## src/rtl/pc_seq_pkg.sv

```systemverilog
// Shared types for the program-counter sequencer: command encoding and the
// per-cycle priority decode (Ret > Call > Ld > Br > Up > hold).
package pc_seq_pkg;

  typedef enum logic [2:0] {
    OP_HOLD,
    OP_INC,
    OP_BR,
    OP_LD,
    OP_CALL,
    OP_RET
  } pc_op_e;

  function automatic pc_op_e decode_op(input logic ret, input logic call,
                                       input logic ld, input logic br,
                                       input logic up);
    pc_op_e op;
    if (ret)       op = OP_RET;
    else if (call) op = OP_CALL;
    else if (ld)   op = OP_LD;
    else if (br)   op = OP_BR;
    else if (up)   op = OP_INC;
    else           op = OP_HOLD;
    return op;
  endfunction

endpackage

```

## src/rtl/pc_ret_stack.sv

```systemverilog
// LIFO return-address stack; push/pop take effect on the rising edge, dout is the top entry.
// Push while full and pop while empty are silently dropped; the parent flags the misuse.
module pc_ret_stack #(
  parameter  int AW          = 7,
  parameter  int STACK_DEPTH = 4,
  localparam int CW          = $clog2(STACK_DEPTH + 1)
) (
  input  logic          Clk,
  input  logic          Clr_n,
  input  logic          push,
  input  logic          pop,
  input  logic [AW-1:0] din,
  output logic [AW-1:0] dout,
  output logic [CW-1:0] cnt,
  output logic          full,
  output logic          empty
);

  logic [AW-1:0] mem_q [STACK_DEPTH];
  logic [CW-1:0] cnt_q, cnt_d;
  logic          do_push, do_pop;

  assign full    = (cnt_q == CW'(STACK_DEPTH));
  assign empty   = (cnt_q == '0);
  assign do_push = push && !full;
  assign do_pop  = pop && !empty;
  assign cnt     = cnt_q;

  always_comb begin
    cnt_d = cnt_q;
    if (do_push)     cnt_d = cnt_q + CW'(1);
    else if (do_pop) cnt_d = cnt_q - CW'(1);
  end

  always_ff @(posedge Clk or negedge Clr_n) begin
    if (!Clr_n) cnt_q <= '0;
    else        cnt_q <= cnt_d;
  end

  // Entry contents are don't-care after reset, so the storage carries no reset.
  always_ff @(posedge Clk) begin
    for (int i = 0; i < STACK_DEPTH; i++) begin
      if (do_push && (cnt_q == CW'(i))) mem_q[i] <= din;
    end
  end

  always_comb begin
    dout = '0;
    for (int i = 0; i < STACK_DEPTH; i++) begin
      if (cnt_q == CW'(i + 1)) dout = mem_q[i];
    end
  end

endmodule

```

## src/rtl/pc_seq.sv

```systemverilog
// Program-counter sequencer: increment, jump, relative branch, call/return; one-cycle latency.
// Stack overflow/underflow leaves mem_addr unchanged and sets the sticky err flag.
module pc_seq
  import pc_seq_pkg::*;
#(
  parameter  int AW          = 7,
  parameter  int OW          = 5,
  parameter  int STACK_DEPTH = 4,
  parameter  int RESET_ADDR  = 0,
  localparam int CW          = $clog2(STACK_DEPTH + 1)
) (
  input  logic          Clk,
  input  logic          Clr_n,
  input  logic          Up,
  input  logic          Ld,
  input  logic [AW-1:0] Ld_addr,
  input  logic          Br,
  input  logic [OW-1:0] Br_off,
  input  logic          Call,
  input  logic          Ret,
  input  logic          Err_clr,
  output logic [AW-1:0] mem_addr,
  output logic [CW-1:0] stk_cnt,
  output logic          stk_full,
  output logic          stk_empty,
  output logic          err
);

  pc_op_e        op;
  logic [AW-1:0] mem_addr_q, mem_addr_d;
  logic          err_q, err_d;
  logic [AW-1:0] addr_inc;
  logic [AW-1:0] br_ext;
  logic [AW-1:0] stk_top;
  logic          push, pop;
  logic          ovf, unf;

  assign op       = decode_op(Ret, Call, Ld, Br, Up);
  assign addr_inc = mem_addr_q + AW'(1);
  assign br_ext   = AW'($signed(Br_off));

  assign ovf  = (op == OP_CALL) && stk_full;
  assign unf  = (op == OP_RET) && stk_empty;
  assign push = (op == OP_CALL) && !stk_full;
  assign pop  = (op == OP_RET) && !stk_empty;

  pc_ret_stack #(
    .AW          (AW),
    .STACK_DEPTH (STACK_DEPTH)
  ) u_stack (
    .Clk   (Clk),
    .Clr_n (Clr_n),
    .push  (push),
    .pop   (pop),
    .din   (addr_inc),
    .dout  (stk_top),
    .cnt   (stk_cnt),
    .full  (stk_full),
    .empty (stk_empty)
  );

  always_comb begin
    mem_addr_d = mem_addr_q;
    unique case (op)
      OP_INC:  mem_addr_d = addr_inc;
      OP_BR:   mem_addr_d = mem_addr_q + br_ext;
      OP_LD:   mem_addr_d = Ld_addr;
      OP_CALL: if (!stk_full)  mem_addr_d = Ld_addr;
      OP_RET:  if (!stk_empty) mem_addr_d = stk_top;
      default: mem_addr_d = mem_addr_q;
    endcase
  end

  // A new error in the same cycle as Err_clr keeps the flag set.
  always_comb begin
    err_d = err_q;
    if (ovf || unf)   err_d = 1'b1;
    else if (Err_clr) err_d = 1'b0;
  end

  always_ff @(posedge Clk or negedge Clr_n) begin
    if (!Clr_n) begin
      mem_addr_q <= AW'(RESET_ADDR);
      err_q      <= 1'b0;
    end else begin
      mem_addr_q <= mem_addr_d;
      err_q      <= err_d;
    end
  end

  assign mem_addr = mem_addr_q;
  assign err      = err_q;

endmodule

```

## config.mk

```make
export PLATFORM = sky130hd
export DESIGN_NAME = pc_seq
export DESIGN_NICKNAME = d
export VERILOG_FILES = /design/src/rtl/pc_seq_pkg.sv /design/src/rtl/pc_ret_stack.sv /design/src/rtl/pc_seq.sv
export SDC_FILE = /design/constraint.sdc
export NUM_CORES = 1
export LEC_CHECK = 0
export ABC_AREA = 1
export ABC_CLOCK_PERIOD_IN_PS = 3200
export CORE_MARGIN = 2
export CORE_UTILIZATION = 59
export CTS_CLUSTER_SIZE = 12
export DETAILED_ROUTE_END_ITERATION = 7
export PLACE_DENSITY = 0.85
export SLEW_MARGIN = 40
export SYNTH_ARGS = -nofsm -noshare
export SYNTH_HDL_FRONTEND = slang
export SYNTH_SLANG_ARGS = --single-unit
```

## constraint.sdc

```tcl
create_clock -name Clk -period 3.2 [get_ports Clk]
set_input_delay 0.8 -clock Clk [delete_from_list [all_inputs] [get_ports Clk]]
set_output_delay 0.8 -clock Clk [all_outputs]
set_load 0.02 [all_outputs]
```

**After elaboration in Yosys (flattened, before gate mapping)**

Memories as Yosys holds them, arrays and structs flattened.
Cells that the tools add are included.

- Add/subtract/negate cells: 4
- Equality and inequality tests: 11
- Multiplexer cells: 33
- Reductions and logical operators: 21

Operators by type and width:

| kind | number |
|---|---|
| 7-bit 2-to-1 mux | 9 |
| 7-bit case mux with 5 select lines | 1 |
| 7-bit OR reduction | 3 |
| 1-bit 2-to-1 mux | 14 |
| 3-bit by 2-bit equality test with 1-bit output, second input constant | 4 |
| 3-bit 2-to-1 mux | 4 |
| 1-bit logical AND | 10 |
| 2-bit 2-to-1 mux | 5 |
| 3-bit equality test, second input constant | 3 |
| 7-bit by 1-bit adder with 7-bit output, second input constant | 1 |
| 7-bit adder | 1 |
| 3-bit by 1-bit equality test with 1-bit output, second input constant | 2 |
| 5-bit nonzero test | 1 |
| 2-bit != test, second input constant | 2 |
| 2-bit nonzero test | 2 |
| 3-bit by 1-bit adder with 3-bit output, second input constant | 1 |
| 3-bit logical NOT | 1 |
| 3-bit AND reduction | 1 |
| 3-bit by 1-bit subtractor with 3-bit output, second input constant | 1 |
| 1-bit logical NOT | 2 |
| 1-bit logical OR | 1 |

- Register bits after elaboration: 11
- Memory bits (writable): 28
- Input bits: 20
- Memories: 1

Memories:

| name | depth | bits a word | rd ports | clocked after memory_dff | wr ports | RTL line | source |
|---|---|---|---|---|---|---|---|
| u_stack.mem_q | 4 | 7 | 4 | 0 | 1 | pc_ret_stack.sv:19 | `logic [AW-1:0] mem_q [STACK_DEPTH];` |

**Logic depth before layout (Yosys ltp)**

- Depth in word-level cells: 15
- Mapped depth: 13

**By module**

A second synthesis with hierarchy kept.

- Cells, all modules: 307
- Area total of the unflattened synthesis: 2494.9 µm²

Modules (own cells, without submodules):

| module | instances | cells each | area an instance (µm²) | sequential area each (µm²) |
|---|---|---|---|---|
| pc_ret_stack | 1 | 147 | 1457.6 | 915.9 |
| pc_seq | 1 | 160 | 1037.2 | 200.2 |

**Worst setup path before layout**

OpenSTA, ideal clock, no wires.

- Path type: input to register
- From: input port Br_off[0]
- To: register mem_addr_q[2] (netlist: mem_addr[2])
- Arrival time: 2017 ps
- Data required time: 3083 ps
- Slack: 1067 ps
- Stages on the path: 7
- Path through: ha_1 fa_1 or2_2 a31oi_1 nand2_1 nand2_1 nand2_1

- Word-level cells in the longest chain between the ends: 2

RTL lines:

| what | RTL line | source |
|---|---|---|
| start, declared | pc_seq.sv:18 | `input logic [OW-1:0] Br_off,` |
| 7-bit adder | pc_seq.sv:66 | `OP_BR: mem_addr_d = mem_addr_q + br_ext;` |
| 7-bit case mux with 5 select lines | pc_seq.sv:64 | `unique case (op)` |
| end signal, assigned | pc_seq.sv:83 | `mem_addr_q <= AW'(RESET_ADDR);` |
| end signal, assigned | pc_seq.sv:86 | `mem_addr_q <= mem_addr_d;` |
| end, declared | pc_seq.sv:30 | `logic [AW-1:0] mem_addr_q, mem_addr_d;` |

Every way passes these cells.
A chain may end at the register's enable or synchronous reset.

**Final worst setup path**

- From: register u_stack.cnt_q[0] (netlist: u_stack.cnt[0])
- To: output port stk_full

- Word-level cells in the longest chain between the ends: 1

RTL lines:

| what | RTL line | source |
|---|---|---|
| start, declared | pc_ret_stack.sv:20 | `logic [CW-1:0] cnt_q, cnt_d;` |
| start signal, assigned | pc_ret_stack.sv:37 | `else cnt_q <= cnt_d;` |
| 3-bit equality test | pc_ret_stack.sv:23 | `assign full = (cnt_q == CW'(STACK_DEPTH));` |
| end, declared | pc_seq.sv:24 | `output logic stk_full,` |

Every way passes these cells.

==> metrics.yaml <==
hold_viol_final: 0
cp_slowest_cell: "clkdlybuf4s50_1"
antenna_found_initial: 0
powerDensity_nw_per_um2: 834.7
grt_max_degree: 17
diodes: 0
clock_sinks: 39
cts_htree_levels: 2
synth_edf_count: 28
critPathLaunchType: "register"
die_y_um: 67.70
postCtsSetupBuffers: 0
final_net_count: 371
synthFlopType: "edfxtp_1"
rrSetupSlack_ns: 1.00
synth_nets: 333
cp-endpoint: "stk_full"
place_ws_ns: 0.5362
synth-async-reset-ratio_pct: 28.21
yosys_register_bits: 39
crit_chain: "inv_1 -> ha_1 -> nand2_2 -> inv_1 -> clkdlybuf4s50_1"
syn_area_per_cell_um2: 8.005
insertion_delay_ns: 0.30
seq_area_frac_synth_pct: 46.63
rr_worst_depth: 6
cts.clk_slew.worst_paths_ns: 0.08
cts_buffers: 5
synth-simple-area-share_pct: 29.69
ys_warn_count: 0
synthMuxAreaShare_pct: 0
maxSlewViolCount: 0
status: "completed"
rows: 23
final_cell_mix: "nand2_1, inv_1, nor2_1, clkdlybuf4s50_1, edfxtp_1"
finClkSkew_ns: 0.003047
n_fill_cell: 295
drt_iter0_drc: 160
synthCells: 299
synth-compound-area-share_pct: 6.273
vdd_drop_max_uv: 397.5
dp_hpwl_um: 4117
cts.repair.resized: 0
crit_arrival_ns: 1.92
die_x_um: 67.70
drc_errors: 0
synth_top_family_by_area: "simple AND/OR/NAND/NOR gates"
pin_count: 33
crit_top_cell: "inv_1"
post_drt_wl_per_cell_um: 13.74
fin_setup_tns_ns: 0
synthXorXnorAreaFrac_pct: 1.830
crit_path_end_kind: "output pin"
synth.distinct_cells: 28
area_delta_synth_final_pct: 19.29
path_max_fanout: 5
maxCapViolations: 0
rsz0062_at_grt: "false"
fp.dieArea_um2: 4583
p_leak_nw: 1.399
finalSetupViolCount: 0
path_class: "register to output pin"
vias: 2020
track_usage_pct: 26.09
vias_per_cell: 5.206
crit_required_ns: 2.40
start_util_pct: 60.71
core_area_um2: 3943
grt_pass1_vias: 1861
cp-startpoint: "u_stack.cnt[0]"
drt_wl_total_um: 5333
fin_util_pct: 72.42
grt-ovfl-total: 0
clock_path_buffers: 2
worst_slew_margin_rel_pct: 57.04
synth_fa_ha_area_share_pct: 7.632
regToRegEndpoint: "u_stack.mem_q[3][2]"
rr_startpoint: "u_stack.cnt[0]"
worst_slack_ns: 0.4766
cts_hold_buf: 0
synth.top_cell.area_share_pct: 35.13
dr.pass1.iters: 4
fin_crit_ns: 2.723
crit_path_max_incr_delay_ns: 0.59
place_congestion: 0.8318
grt_pass1_wl_um: 8687
ctsRootBufferMaster: "clkbuf_8"
yosysTopAreaCell: "edfxtp_1"
port_buffers: 32
worstMarginPinSlew_ns: 0.6420
ant_nets: 0
syn_area_um2: 2394
synth_area_leaders: "edfxtp_1, nand2_1, dfrtp_1, ha_1, inv_1"
final_common_cell: "nand2_1"
cts_tree: "done"
hp-class: "register to register"
max_freq_mhz: 367.2
period_share_pct: 85.11
drive_gt1_share_pct: 7.396
[synth_stat cells (3+ instances only)]
master / number
nand2_1: 92
inv_1: 41
nor2_1: 37
edfxtp_1: 28
nand3_1: 19
ha_1: 13
dfrtp_1: 11
o21ai_0: 10
a21oi_1: 9
nand4_1: 5
or2_2: 5
nand2_2: 4
xor2_1: 4
o21ai_2: 3
[layer usage]
layer  part of all wire, %  GRT usage [%]
met4                   1.4          6.888
met1                    41          32.68
met5                     0              0
met3                   4.7          4.833
met2                    53          46.08
[kinds of logic after synthesis]
logic type / after synthesis
AOI/OAI and AO/OA: 26
xor gates and xnor gates: 5
buffers and inverters: 47
DFF: 39
adders and majority gates: 14
and+or+nand+nor: 168
[sequential cells by signal, indices dropped and copies added, names as in the netlist]
name and count:
u_stack.mem_q 28, u_stack.cnt 3, mem_addr 7, err 1
[cell type report]
cell class              instances  area [um^2]  area share (%)
well taps                      50        62.56           2.191
clock buffers                   6        72.57           2.542
multi-input cells             213         1087           38.08
repair buffers                 35        342.8           12.01
clock inverters                 2        12.51          0.4382
flip-flops and latches         39         1116           39.09
inverters                      43        161.4           5.653
[stage by stage]
step	hold WS [ns]	cell area (um^2)	total power (W)	instances
after global placement	0.5086	2770	0.001993	380
after CTS	0.5504	2855	0.002386	388
after detailed placement	0.5374	2770	0.002047	380
after global routing	0.6017	2855	0.002560	388
final	0.5472	2855	0.002383	388
after floorplan	0.5044	2394	0.001625	299
[critical path: cells and delay by family, from the launching register on]
kind,cells,cell delay (ns)
buffers and inverters,3,0.81
flip-flops,1,0.45
adder cells (fa/ha/maj),1,0.27
AND/OR/NAND/NOR,1,0.10
[worst min path at each step]
stage	slack (ns)	from	end	cells past startpoint
3_3_place_gp	0.51	err	err	2
3_5_place_dp	0.54	err	err	2
5_1_grt	0.60	err	err	2
6_report	0.55	err	err	2
2_1_floorplan	0.50	Clr_n	err	0
4_1_cts	0.55	err	err	2
[power by group]
| part | internal (W) | leakage [nW] | switching [W] |
|---|---|---|---|
| sequential | 0.000720 | 0.389 | 0.000133 |
| clock | 0.000152 | 0.0412 | 0.000179 |
| combinational | 0.000462 | 0.970 | 0.000737 |
| total | 0.00133 | 1.40 | 0.00105 |
Note: power is estimated with default switching activity, not from simulation.
